[src/rtl/mips_pkg.sv]
// Shared MIPS datapath definitions: R-type func codes used by the ALU, decoder and mul/div unit,
// plus the mul/div sequencer state encoding.
package mips_pkg;

  localparam logic [5:0] FN_MFHI  = 6'b010000;
  localparam logic [5:0] FN_MTHI  = 6'b010001;
  localparam logic [5:0] FN_MFLO  = 6'b010010;
  localparam logic [5:0] FN_MTLO  = 6'b010011;
  localparam logic [5:0] FN_MULT  = 6'b011000;
  localparam logic [5:0] FN_MULTU = 6'b011001;
  localparam logic [5:0] FN_DIV   = 6'b011010;
  localparam logic [5:0] FN_DIVU  = 6'b011011;

  typedef enum logic [1:0] {
    ST_IDLE = 2'd0,
    ST_MUL  = 2'd1,
    ST_DIV  = 2'd2,
    ST_FIX  = 2'd3
  } md_state_e;

  function automatic logic fn_is_signed(input logic [5:0] fn);
    return (fn == FN_MULT) || (fn == FN_DIV);
  endfunction

  function automatic logic fn_is_div(input logic [5:0] fn);
    return (fn == FN_DIV) || (fn == FN_DIVU);
  endfunction

  function automatic logic fn_is_muldiv(input logic [5:0] fn);
    return (fn == FN_MULT) || (fn == FN_MULTU) || (fn == FN_DIV) || (fn == FN_DIVU);
  endfunction

endpackage

[src/rtl/muldiv_core.sv]
// Unsigned iterative datapath: one shift-add multiply step or one restoring divide step per cycle,
// with the iteration counter. Operands are magnitudes; sign handling lives in the caller.
module muldiv_core #(
  parameter int unsigned WIDTH = 32
) (
  input  logic                 clk,
  input  logic                 rst_n,
  input  logic                 load,
  input  logic                 step,
  input  logic                 div_mode,
  input  logic [WIDTH-1:0]     x,
  input  logic [WIDTH-1:0]     y,
  output logic [2*WIDTH-1:0]   acc,
  output logic                 last_c
);

  localparam int unsigned CW = $clog2(WIDTH) + 1;

  logic [2*WIDTH-1:0] acc_q, acc_d;
  logic [WIDTH-1:0]   opnd_q, opnd_d;
  logic               mode_q, mode_d;
  logic [CW-1:0]      cnt_q, cnt_d;

  logic [WIDTH:0]     sum_c;
  logic [WIDTH:0]     shl_c;
  logic [WIDTH-1:0]   diff_c;
  logic               ge_c;

  // acc holds {upper, multiplier} for multiply and {remainder, dividend/quotient} for divide
  always_comb begin
    sum_c  = {1'b0, acc_q[2*WIDTH-1:WIDTH]} + (acc_q[0] ? {1'b0, opnd_q} : '0);
    shl_c  = {acc_q[2*WIDTH-1:WIDTH], acc_q[WIDTH-1]};
    ge_c   = shl_c >= {1'b0, opnd_q};
    diff_c = shl_c[WIDTH-1:0] - opnd_q;

    acc_d  = acc_q;
    opnd_d = opnd_q;
    mode_d = mode_q;
    cnt_d  = cnt_q;

    if (load) begin
      acc_d  = {{WIDTH{1'b0}}, x};
      opnd_d = y;
      mode_d = div_mode;
      cnt_d  = CW'(WIDTH);
    end else if (step) begin
      cnt_d = cnt_q - CW'(1);
      if (mode_q) begin
        acc_d = {(ge_c ? diff_c : shl_c[WIDTH-1:0]), acc_q[WIDTH-2:0], ge_c};
      end else begin
        acc_d = {sum_c, acc_q[WIDTH-1:1]};
      end
    end
  end

  always_ff @(posedge clk or negedge rst_n) begin
    if (!rst_n) begin
      acc_q  <= '0;
      opnd_q <= '0;
      mode_q <= 1'b0;
      cnt_q  <= '0;
    end else begin
      acc_q  <= acc_d;
      opnd_q <= opnd_d;
      mode_q <= mode_d;
      cnt_q  <= cnt_d;
    end
  end

  assign acc    = acc_q;
  assign last_c = (cnt_q == CW'(1));

endmodule

[src/rtl/muldiv_hilo.sv]
// HI/LO owner for the MIPS datapath: MTHI/MTLO writes plus iterative MULT/MULTU/DIV/DIVU
// sequencing with sign correction; busy stalls the pipeline while an operation runs.
module muldiv_hilo
  import mips_pkg::*;
#(
  parameter int unsigned WIDTH = 32
) (
  input  logic             clk,
  input  logic             rst_n,
  input  logic             start,
  input  logic [5:0]       func,
  input  logic [WIDTH-1:0] a,
  input  logic [WIDTH-1:0] b,
  output logic             busy,
  output logic             done,
  output logic [WIDTH-1:0] hi,
  output logic [WIDTH-1:0] lo
);

  md_state_e state_q, state_d;

  logic [WIDTH-1:0] hi_q, hi_d;
  logic [WIDTH-1:0] lo_q, lo_d;
  logic [WIDTH-1:0] araw_q, araw_d;
  logic             busy_q, busy_d;
  logic             done_q, done_d;
  logic             qneg_q, qneg_d;
  logic             rneg_q, rneg_d;
  logic             div0_q, div0_d;
  logic             isdiv_q, isdiv_d;

  logic             sgn_c, a_neg_c, b_neg_c, div_mode_c;
  logic             load_c, step_c, last_c;
  logic [WIDTH-1:0] a_abs_c, b_abs_c, quo_c, rem_c;
  logic [2*WIDTH-1:0] acc, prod_c;

  muldiv_core #(.WIDTH(WIDTH)) u_core (
    .clk      (clk),
    .rst_n    (rst_n),
    .load     (load_c),
    .step     (step_c),
    .div_mode (div_mode_c),
    .x        (a_abs_c),
    .y        (b_abs_c),
    .acc      (acc),
    .last_c   (last_c)
  );

  // operand magnitudes and sign-corrected results
  always_comb begin
    sgn_c      = fn_is_signed(func);
    div_mode_c = fn_is_div(func);
    a_neg_c    = sgn_c & a[WIDTH-1];
    b_neg_c    = sgn_c & b[WIDTH-1];
    a_abs_c    = a_neg_c ? ('0 - a) : a;
    b_abs_c    = b_neg_c ? ('0 - b) : b;
    prod_c     = qneg_q ? ('0 - acc) : acc;
    quo_c      = acc[WIDTH-1:0];
    rem_c      = acc[2*WIDTH-1:WIDTH];
  end

  always_comb begin
    state_d = state_q;
    hi_d    = hi_q;
    lo_d    = lo_q;
    araw_d  = araw_q;
    qneg_d  = qneg_q;
    rneg_d  = rneg_q;
    div0_d  = div0_q;
    isdiv_d = isdiv_q;
    done_d  = 1'b0;
    load_c  = 1'b0;
    step_c  = 1'b0;

    case (state_q)
      ST_IDLE: begin
        if (start) begin
          if (func == FN_MTHI) begin
            hi_d = a;
          end else if (func == FN_MTLO) begin
            lo_d = a;
          end else if (fn_is_muldiv(func)) begin
            load_c  = 1'b1;
            isdiv_d = div_mode_c;
            qneg_d  = a_neg_c ^ b_neg_c;
            rneg_d  = a_neg_c;
            div0_d  = (b == '0);
            araw_d  = a;
            state_d = div_mode_c ? ST_DIV : ST_MUL;
          end
        end
      end
      ST_MUL, ST_DIV: begin
        step_c = 1'b1;
        if (last_c) state_d = ST_FIX;
      end
      ST_FIX: begin
        state_d = ST_IDLE;
        done_d  = 1'b1;
        if (!isdiv_q) begin
          {hi_d, lo_d} = prod_c;
        end else if (div0_q) begin
          lo_d = '1;
          hi_d = araw_q;
        end else begin
          lo_d = qneg_q ? ('0 - quo_c) : quo_c;
          hi_d = rneg_q ? ('0 - rem_c) : rem_c;
        end
      end
      default: state_d = ST_IDLE;
    endcase

    busy_d = (state_d != ST_IDLE);
  end

  always_ff @(posedge clk or negedge rst_n) begin
    if (!rst_n) begin
      state_q <= ST_IDLE;
      hi_q    <= '0;
      lo_q    <= '0;
      araw_q  <= '0;
      busy_q  <= 1'b0;
      done_q  <= 1'b0;
      qneg_q  <= 1'b0;
      rneg_q  <= 1'b0;
      div0_q  <= 1'b0;
      isdiv_q <= 1'b0;
    end else begin
      state_q <= state_d;
      hi_q    <= hi_d;
      lo_q    <= lo_d;
      araw_q  <= araw_d;
      busy_q  <= busy_d;
      done_q  <= done_d;
      qneg_q  <= qneg_d;
      rneg_q  <= rneg_d;
      div0_q  <= div0_d;
      isdiv_q <= isdiv_d;
    end
  end

  assign busy = busy_q;
  assign done = done_q;
  assign hi   = hi_q;
  assign lo   = lo_q;

endmodule

[config.mk]
export PLATFORM = sky130hd
export DESIGN_NAME = muldiv_hilo
export DESIGN_NICKNAME = d
export VERILOG_FILES = /design/src/rtl/mips_pkg.sv /design/src/rtl/muldiv_core.sv /design/src/rtl/muldiv_hilo.sv
export SDC_FILE = /design/constraint.sdc
export NUM_CORES = 1
export LEC_CHECK = 0
export ABC_AREA = 1
export BUFFER_PORTS_ARGS = -buffer_cell sky130_fd_sc_hd__buf_2
export CELL_PAD_IN_SITES_DETAIL_PLACEMENT = 1
export CELL_PAD_IN_SITES_GLOBAL_PLACEMENT = 2
export CORE_ASPECT_RATIO = 0.75
export CORE_MARGIN = 1.5
export CORE_UTILIZATION = 30
export CTS_CLUSTER_DIAMETER = 100
export DETAILED_ROUTE_END_ITERATION = 6
export PLACE_DENSITY = 0.79
export SETUP_SLACK_MARGIN = 0.4
export SLEW_MARGIN = 40
export SYNTH_ARGS = -nofsm -noshare
export SYNTH_HDL_FRONTEND = slang
export SYNTH_SLANG_ARGS = --single-unit
[constraint.sdc]
create_clock -name clk -period 3.45 [get_ports clk]
set_input_delay 0.8625 -clock clk [delete_from_list [all_inputs] [get_ports clk]]
set_output_delay 0.8625 -clock clk [all_outputs]
set_load 0.01 [all_outputs]
==> flow_summary_export.csv, run 1 <==
group,metric,value,unit
yosys,synth_common_cells,"sky130_fd_sc_hd__nand2_1, sky130_fd_sc_hd__nor2_1, sky130_fd_sc_hd__inv_1",
critical_path,crit_path_max_fanout,4,
timing,portion_of_the_clock_cycle_consumed_by_the_worst_path_in_the_final_layout,84.4,%
pwr,power_density,1040,mW/mm²
floorplanning,floorplan.die.width,297,µm
timing,timing.final.hold_violations,0,
yosys,synth_edf_count,0,
clocking,htree_levels,1,
timing,worst_clock_skew_on_the_final_layout,0.0445,ns
global_routing,grt_pass1_vias,22434,
placement,numPortBuffers,138,
timing,post-route-min-period,2.91,ns
critical_path,path_type_of_the_worst_setup_path,"reg2reg",
global_routing,grt_max_degree,84,
timing,timing.hold.ws,0.247,ns
route,post_drt_wl_per_cell,23.0,µm
run,max-cap-violations,0,
critical_path,reg2reg_setup_slack,0.54,ns
route,viasPerCell,5.34,
critical_path,path_buf_inv,2,
yosys,asyncSetResetFlopFracSynth,100,%
critical_path,timing.critical_path.from_type,"register",
route,antenna_left,0,
floorplanning,floorplan.initialDensity,30.5,%
layout,num-fill-cells,8641,
route,detailedRoute.firstPassIterationCount,6,
critical_path,critical_path.slowest_cell,"sky130_fd_sc_hd__fa_1",
floorplanning,rows,80,
yosys,synth-seq-area-share,26.6,%
yosys,mappedNetlistNets,3402,
yosys,synth_adder_area_share,4.83,%
yosys,synth_seq_cells,207,
yosys,yosys.cell_count.top_type,"sky130_fd_sc_hd__nand2_1",
route,drt_wl_total,98.3,mm
yosys,compound_cell_area_share_of_the_yosys_netlist,16.1,%
clocking,clock_tree_from_tritoncts,"done",
critical_path,critPathTopFamily,"simple AND/OR/NAND/NOR gates",
timing,fin_tns_setup,0,ns
yosys,syn-instance-count,3255,
pwr,cellLeakagePower,11.0,nW
yosys,synth.distinct_cells,50,
timing,fmax,344,MHz
layout,drive_gt1_share,10.2,%
route,vias,22823,
critical_path,worst_path_most_repeated_cell,"sky130_fd_sc_hd__nand2_1",
critical_path,cp_slowest_stage_delay,0.51,ns
min_path,timing.hold.worst.class,"in2async",
placement,place.detailed.hpwl,80.5,mm
yosys,netlist_area_pre_place,0.0195,mm²
route,first_iter_violations,2416,
layout,flow.area_growth_from_synthesis,15.1,%
clocking,cts_hold_buffers,0,
yosys,synth.top_cell.area_share,26.6,%
yosys,synth.area.top_cells,"sky130_fd_sc_hd__dfrtp_1, sky130_fd_sc_hd__nand2_1, sky130_fd_sc_hd__nor2_1",
critical_path,critical_path.reg2reg.startpoint,"u_core.acc[31]$_DFFE_PN0P_",
global_routing,grt_antenna_before_repair,2,
timing,slew_headroom,48.7,%
yosys,yosys-mux-area-fraction,0,%
clocking,clkLatencyLatePin,0.62,ns
timing,setup-violations-final,0,
timing,actual_slew_at_the_worst_max_slew_pin,0.769,ns
critical_path,crit-reg2reg-capture,"u_core.acc[58]$_DFFE_PN0P_",
layout,finish.net_count,3537,
critical_path,critPathCaptureType,"register",
global_routing,grt_pass1_wl,146,mm
route,remaining_drc_errors,0,
layout,antenna_cells,0,
clocking,clk_pin_slew,0.07,ns
yosys,synthSimpleGateAreaFrac,39.5,%
outcome,run_status,"finished clean",
yosys,avgSynthCellArea,5.98,µm²
critical_path,timing.critical_path.cells,"inv_1, ha_1, inv_1, fa_1, nand2_1, nand2_1, nand2_1, nand2_1, nand2_1, nand2_1, nand2_1, nand3_1, nand2_1, nand3_1, nand2_1, nand2_1, nand2_1",
critical_path,arrival,3.43,ns
critical_path,wp_data_required,3.97,ns
clocking,max-clock-path-buffers,3,
floorplanning,fp.dieArea,0.0664,mm²
yosys,dominant_combinational_cell_family_by_area_after_synthesis,"simple AND/OR/NAND/NOR gates",
clocking,numCtsBuffers,27,
yosys,synth_top_cell_by_area,"sky130_fd_sc_hd__dfrtp_1",
pwr,vdd_ir_drop_max,488,µV
global_routing,grt-ovfl-total,0,
yosys,syn_warnings,0,
yosys,synthFlopType,"sky130_fd_sc_hd__dfrtp_1",
floorplanning,die_h,224,µm
clocking,cts_root_buffer,"sky130_fd_sc_hd__clkbuf_16",
timing,unrepaired_setup_endpoints_after_global_routing,"yes",
timing,maxSlewViolCount,0,
placement,gpl.final_weighted_congestion,1.01,
yosys,post_synth_xor_area_fraction,3.51,%
critical_path,rr_worst_depth,17,
global_routing,global_route.usage.total,29.2,%
clocking,clkSinkCount,207,
floorplanning,floorplan.io_pins,139,
floorplanning,coreArea,0.0639,mm²
## state kept, by name (all words and copies together) (netlist names), 2 cells and up
signal	count
state_q	2
hi	32
araw_q	32
u_core.opnd_q	32
u_core.cnt_q	6
lo	32
u_core.acc	64
## worst max-delay path by stage
stage | from | endpoint | slack [ns] | cells past startpoint
after floorplan | u_core.acc[0]$_DFFE_PN0P_ | u_core.acc[53]$_DFFE_PN0P_ | 0.82 | 21
after global routing | u_core.acc[0]$_DFFE_PN0P_ | u_core.acc[59]$_DFFE_PN0P_ | 0.39 | 17
after global placement | func[4] | u_core.acc[56]$_DFFE_PN0P_ | 0.13 | 12
after detailed placement | func[4] | u_core.acc[52]$_DFFE_PN0P_ | 0.02 | 12
after CTS | u_core.acc[33]$_DFFE_PN0P_ | hi[3]$_DFFE_PN0P_ | 0.56 | 12
final | u_core.acc[31]$_DFFE_PN0P_ | u_core.acc[58]$_DFFE_PN0P_ | 0.54 | 17
## through the flow
step	instances	power, mW	setup WS, ns	utilization, %	instance area [µm²]
5_1_grt	4271	25.0	0.394	35.1	22400
3_5_place_dp	4220	19.7	0.0156	33.5	21400
6_report	4271	23.3	0.539	35.1	22400
4_1_cts	4269	22.9	0.555	35.0	22400
2_1_floorplan	3255	13.9	0.822	-	19500
3_3_place_gp	4219	19.6	0.131	33.5	21400
## repair_timing
| action | in CTS | in global routing |
|---|---|---|
| setup buffers | 0 | 1 |
| endpoints found under the setup margin | 1 | 5 |
| gates cloned | 0 | 1 |
| resized for setup | 1 | 4 |
## final cells by class
type / count / area [µm²] / area share, %
Clock buffer: 34 / 752 / 3.36
Clock inverter: 15 / 189 / 0.843
Inverter: 358 / 1350 / 6.03
Multi-Input combinational cell: 2579 / 12500 / 55.7
Sequential cell: 207 / 5180 / 23.1
Tap cell: 861 / 1080 / 4.81
Timing Repair Buffer: 217 / 1360 / 6.08
## report_power, final
group / internal, mW / switching [mW]
clock network: 1.79 / 1.33
registers: 3.49 / 1.38
logic: 4.70 / 10.7
## layer usage
layer | vias up | GRT usage, % | wire length [µm]
li1 | 10768 | - | -
met1 | 11115 | 45.5 | 49100
met2 | 839 | 40.3 | 38100
met3 | 101 | 5.95 | 8780
met4 | 0 | 6.45 | 2230
met5 | - | 0 | 0
## layout by cell type (no fill, tap or decap), drive strengths merged, types with 7 or more instances in the layout
cell type  count
nand2       1003
nor2         526
inv          360
o21ai        290
nand3        226
buf          216
dfrtp        207
a21oi        199
ha            72
xor2          63
nand4         37
clkbuf        35
nor3          24
a22oi         23
xnor2         15
nand3b        14
o211ai        13
o21bai        13
o22ai          9
clkinv         9
a21o           8
nor4           7
o31ai          7
## cell families (layout without fill, tap and decap cells)
kind of cell / after synthesis / in the layout
fa+ha+maj: 74 / 74
simple gates: 1850 / 1850
buf+inv: 469 / 624
compound gates: 577 / 577
xor+xnor: 78 / 78
flops: 207 / 207
(Power assumes the default switching activity.)
==> run 2, diff against run 1 <==
--- a/config.mk
+++ b/config.mk
@@ -5,7 +5,7 @@
 export SDC_FILE = /design/constraint.sdc
 export NUM_CORES = 1
 export LEC_CHECK = 0
-export ABC_AREA = 1
+export ABC_AREA = 0
 export BUFFER_PORTS_ARGS = -buffer_cell sky130_fd_sc_hd__buf_2
 export CELL_PAD_IN_SITES_DETAIL_PLACEMENT = 1
 export CELL_PAD_IN_SITES_GLOBAL_PLACEMENT = 2
@@ -14,7 +14,7 @@
 export CORE_UTILIZATION = 30
 export CTS_CLUSTER_DIAMETER = 100
 export DETAILED_ROUTE_END_ITERATION = 6
-export PLACE_DENSITY = 0.79
+export PLACE_DENSITY = 0.76
 export SETUP_SLACK_MARGIN = 0.4
 export SLEW_MARGIN = 40
 export SYNTH_ARGS = -nofsm -noshare
==> constraint.sdc (replaced) <==
create_clock -name clk -period 2.6 [get_ports clk]
set_input_delay 0.65 -clock clk [delete_from_list [all_inputs] [get_ports clk]]
set_output_delay 0.65 -clock clk [all_outputs]
set_load 0.01 [all_outputs]
==> flow_summary_export.csv, run 2 <==
group,metric,value,unit
outcome,run_status,"finished, violations left",
outcome,violations,"negative setup slack",
route,detailedRoute.firstPassIterationCount,5,
clocking,clk_pin_slew,0.07,ns
clocking,clock_tree_from_tritoncts,"done",
min_path,timing.hold.worst.class,"in2async",
timing,timing.hold.ws,0.0375,ns
floorplanning,die_h,211,µm
timing,actual_slew_at_the_worst_max_slew_pin,0.871,ns
layout,stdcell_count,3703,
critical_path,rr_worst_depth,12,
timing,setup-violations-final,73,
floorplanning,coreArea,0.0572,mm²
critical_path,cp_slowest_stage_delay,0.44,ns
route,first_iter_violations,1697,
timing,worst_clock_skew_on_the_final_layout,0.0144,ns
floorplanning,rows,76,
pwr,internal_power,20.4,mW
floorplanning,floorplan.io_pins,139,
global_routing,grt_pass1_wl,139,mm
floorplanning,fp.dieArea,0.0592,mm²
yosys,asyncSetResetFlopFracSynth,100,%
critical_path,wp_data_required,3.09,ns
timing,post-route-min-period,3.19,ns
yosys,netlist_area_pre_place,0.0173,mm²
critical_path,critPathCaptureType,"register",
yosys,syn_warnings,0,
layout,flow.area_growth_from_synthesis,62.1,%
critical_path,arrival,3.68,ns
yosys,syn-instance-count,2240,
layout,largest_register_ffs,64,
placement,gpl.final_weighted_congestion,1.04,
timing,portion_of_the_clock_cycle_consumed_by_the_worst_path_in_the_final_layout,123,%
timing,slew_headroom,41.3,%
yosys,synth.area.top_cells,"sky130_fd_sc_hd__dfrtp_1, sky130_fd_sc_hd__nand2_1, sky130_fd_sc_hd__o21ai_0",
clocking,clkLatencyLatePin,0.58,ns
global_routing,grt_max_degree,65,
yosys,synth.distinct_cells,93,
timing,unrepaired_setup_endpoints_after_global_routing,"yes",
timing,layout_setup_ws,-0.590,ns
layout,most_common_library_cell_in_the_layout_ignoring_fill_and_taps,"sky130_fd_sc_hd__buf_4",
critical_path,path_buf_inv,3,
yosys,synth_common_cells,"sky130_fd_sc_hd__nand2_1, sky130_fd_sc_hd__dfrtp_1, sky130_fd_sc_hd__o21ai_0",
route,remaining_drc_errors,0,
pwr,comb_power_share,74.3,%
global_routing,grt-ovfl-total,0,
yosys,synth_edf_count,0,
pwr,vdd_ir_drop_max,622,µV
layout,layout.cells.most_common_list,"sky130_fd_sc_hd__buf_4, sky130_fd_sc_hd__nand2_1, sky130_fd_sc_hd__dfrtp_1",
critical_path,cp-startpoint,"u_core.acc[0]$_DFFE_PN0P_",
yosys,synth.top_cell.area_share,29.9,%
route,drt_wl_total,94.6,mm
floorplanning,floorplan.die.width,280,µm
critical_path,timing.critical_path.cells,"clkinv_4, buf_12, buf_16, nor2_4, ha_4, nand4_1, or3_1, o311a_4, a2111oi_4, o32ai_1, mux2_2, o31ai_1",
yosys,synth_top_cell_by_area,"sky130_fd_sc_hd__dfrtp_1",
pwr,power.share.clock,10.3,%
clocking,cts_root_buffer,"sky130_fd_sc_hd__clkbuf_16",
clocking,htree_levels,1,
pwr,cellLeakagePower,11.9,nW
timing,timing.final.hold_violations,0,
critical_path,crit-reg2reg-capture,"u_core.acc[62]$_DFFE_PN0P_",
placement,place.detailed.hpwl,69.2,mm
placement,placedInstanceArea,0.0232,mm²
critical_path,timing.critical_path.from_type,"register",
timing,maxSlewViolCount,0,
critical_path,cp.depth,12,
yosys,synthFlopType,"sky130_fd_sc_hd__dfrtp_1",
critical_path,reg2reg_setup_slack,-0.59,ns
global_routing,grt_pass1_vias,21735,
yosys,synth_seq_cells,207,
placement,post-place-cells,3522,
timing,fmax,313,MHz
critical_path,critical_path.slowest_cell,"sky130_fd_sc_hd__dfrtp_2",
pwr,net-switching-power,19.2,mW
critical_path,crit_path_max_fanout,7,
route,vias,21129,
critical_path,critical_path.reg2reg.startpoint,"u_core.acc[0]$_DFFE_PN0P_",
floorplanning,floorplan.initialDensity,30.2,%
yosys,synth-seq-area-share,29.9,%
clocking,clkSinkCount,207,
yosys,yosys.cell_count.top_type,"sky130_fd_sc_hd__nand2_1",
pwr,switching_part_of_the_total_power,48.4,%
critical_path,path_type_of_the_worst_setup_path,"reg2reg",
layout,area_of_all_placed_cells_without_fillers,0.0281,mm²
pwr,seqPwrFrac,15.4,%
yosys,mappedNetlistNets,2387,
run,max-cap-violations,0,
clocking,numCtsBuffers,27,
global_routing,global_route.usage.total,31.1,%
pwr,total_power,39.6,mW
layout,drive_gt1_share,44.4,%
placement,numPortBuffers,138,
critical_path,setup.worst_path.end,"u_core.acc[62]$_DFFE_PN0P_",
route,antenna_left,0,
route,post_drt_wl_per_cell,25.5,µm
pwr,power_density,1410,mW/mm²
global_routing,grt_antenna_before_repair,4,
layout,finish.net_count,3048,
clocking,max-clock-path-buffers,3,
route,viasPerCell,5.71,
yosys,avgSynthCellArea,7.73,µm²
critical_path,critPathTopFamily,"compound AO/OA/AOI/OAI gates",
## run 2: changes by cell type after synthesis, moves of 50 or more
cell                       before  now
sky130_fd_sc_hd__clkbuf_1      60  134
sky130_fd_sc_hd__inv_1        344   73
sky130_fd_sc_hd__nand2_1      986  338
sky130_fd_sc_hd__nand3_1      223   47
sky130_fd_sc_hd__nor2_1       496  160
sky130_fd_sc_hd__o211ai_1      13   63
sky130_fd_sc_hd__o21ai_0      255  193
sky130_fd_sc_hd__xnor2_1       15  101
## run 2: cell type report
cell class,instances,area (µm²)
Inverter,74,285
Clock buffer,38,797
Sequential cell,207,5200
Timing Repair Buffer,787,6340
Fill cell,6683,29200
Clock inverter,11,121
Antenna cell,2,5.00
Multi-Input combinational cell,1804,14300
Tap cell,780,976
## run 2: per-stage QoR
step           setup WS, ns  utilization [%]  TNS, ns
6_report             -0.590             49.0   -26.21
5_1_grt              -0.691             49.0   -32.79
4_1_cts              -0.574             47.0   -21.58
3_5_place_dp         -0.811             40.6   -40.15
3_3_place_gp         -0.827             40.6   -35.52
2_1_floorplan        -0.427                -    -6.51
## run 2: logic make-up after synthesis
family / synth area share, %
and+or+nand+nor: 21.5
AOI/OAI and AO/OA: 28.0
adders and majority gates: 5.43
buffers and inverters: 5.14
DFF: 29.9
xor gates and xnor gates: 7.38
muxes: 2.69
## run 2: how the worst min path moves through the flow
stage,startpoint,to,slack (ns),cells after the start
4_1_cts,rst_n,lo[20]$_DFFE_PN0P_,0.06,1
3_3_place_gp,araw_q[25]$_DFFE_PN0P_,araw_q[25]$_DFFE_PN0P_,0.46,2
3_5_place_dp,araw_q[11]$_DFFE_PN0P_,araw_q[11]$_DFFE_PN0P_,0.46,2
5_1_grt,rst_n,lo[20]$_DFFE_PN0P_,0.07,1
2_1_floorplan,rst_n,araw_q[0]$_DFFE_PN0P_,0.35,0
6_report,rst_n,lo[20]$_DFFE_PN0P_,0.04,1
## run 2: routing by layer
metal,part of all wire [%],GRT usage [%],vias to the layer above
li1,-,-,9518
met1,46,46.0,10702
met2,43,46.6,781
met3,8.6,5.69,128
met4,2.1,6.45,0
met5,0,0,-
## run 2: power groups by stage
stage	Combinational (mW)	Sequential, mW	Clock, mW
after detailed placement	23.3	6.08	0
final	29.4	6.12	4.07
after floorplan	12.2	6.15	0
after global routing	31.1	6.26	4.21
after CTS	27.1	6.05	4.10
after global placement	22.7	6.00	0
## run 2: worst register-to-register path: cells and delay by family (launching register included)
| kind | cells | cell delay (ns) |
|---|---|---|
| mux | 1 | 0.33 |
| buf+inv | 3 | 0.37 |
| flops | 1 | 0.44 |
| simple gates | 3 | 0.62 |
| compound gates | 4 | 1.07 |
| fa+ha+maj | 1 | 0.27 |
## run 2: timing repair
action / CTS / global route
resized for setup: 402 / 182
hold buffers: 0 / 0
setup buffers: 93 / 34
setup endpoints to repair: 100 / 140
pin swaps: 150 / 143
gates cloned: 2 / 1
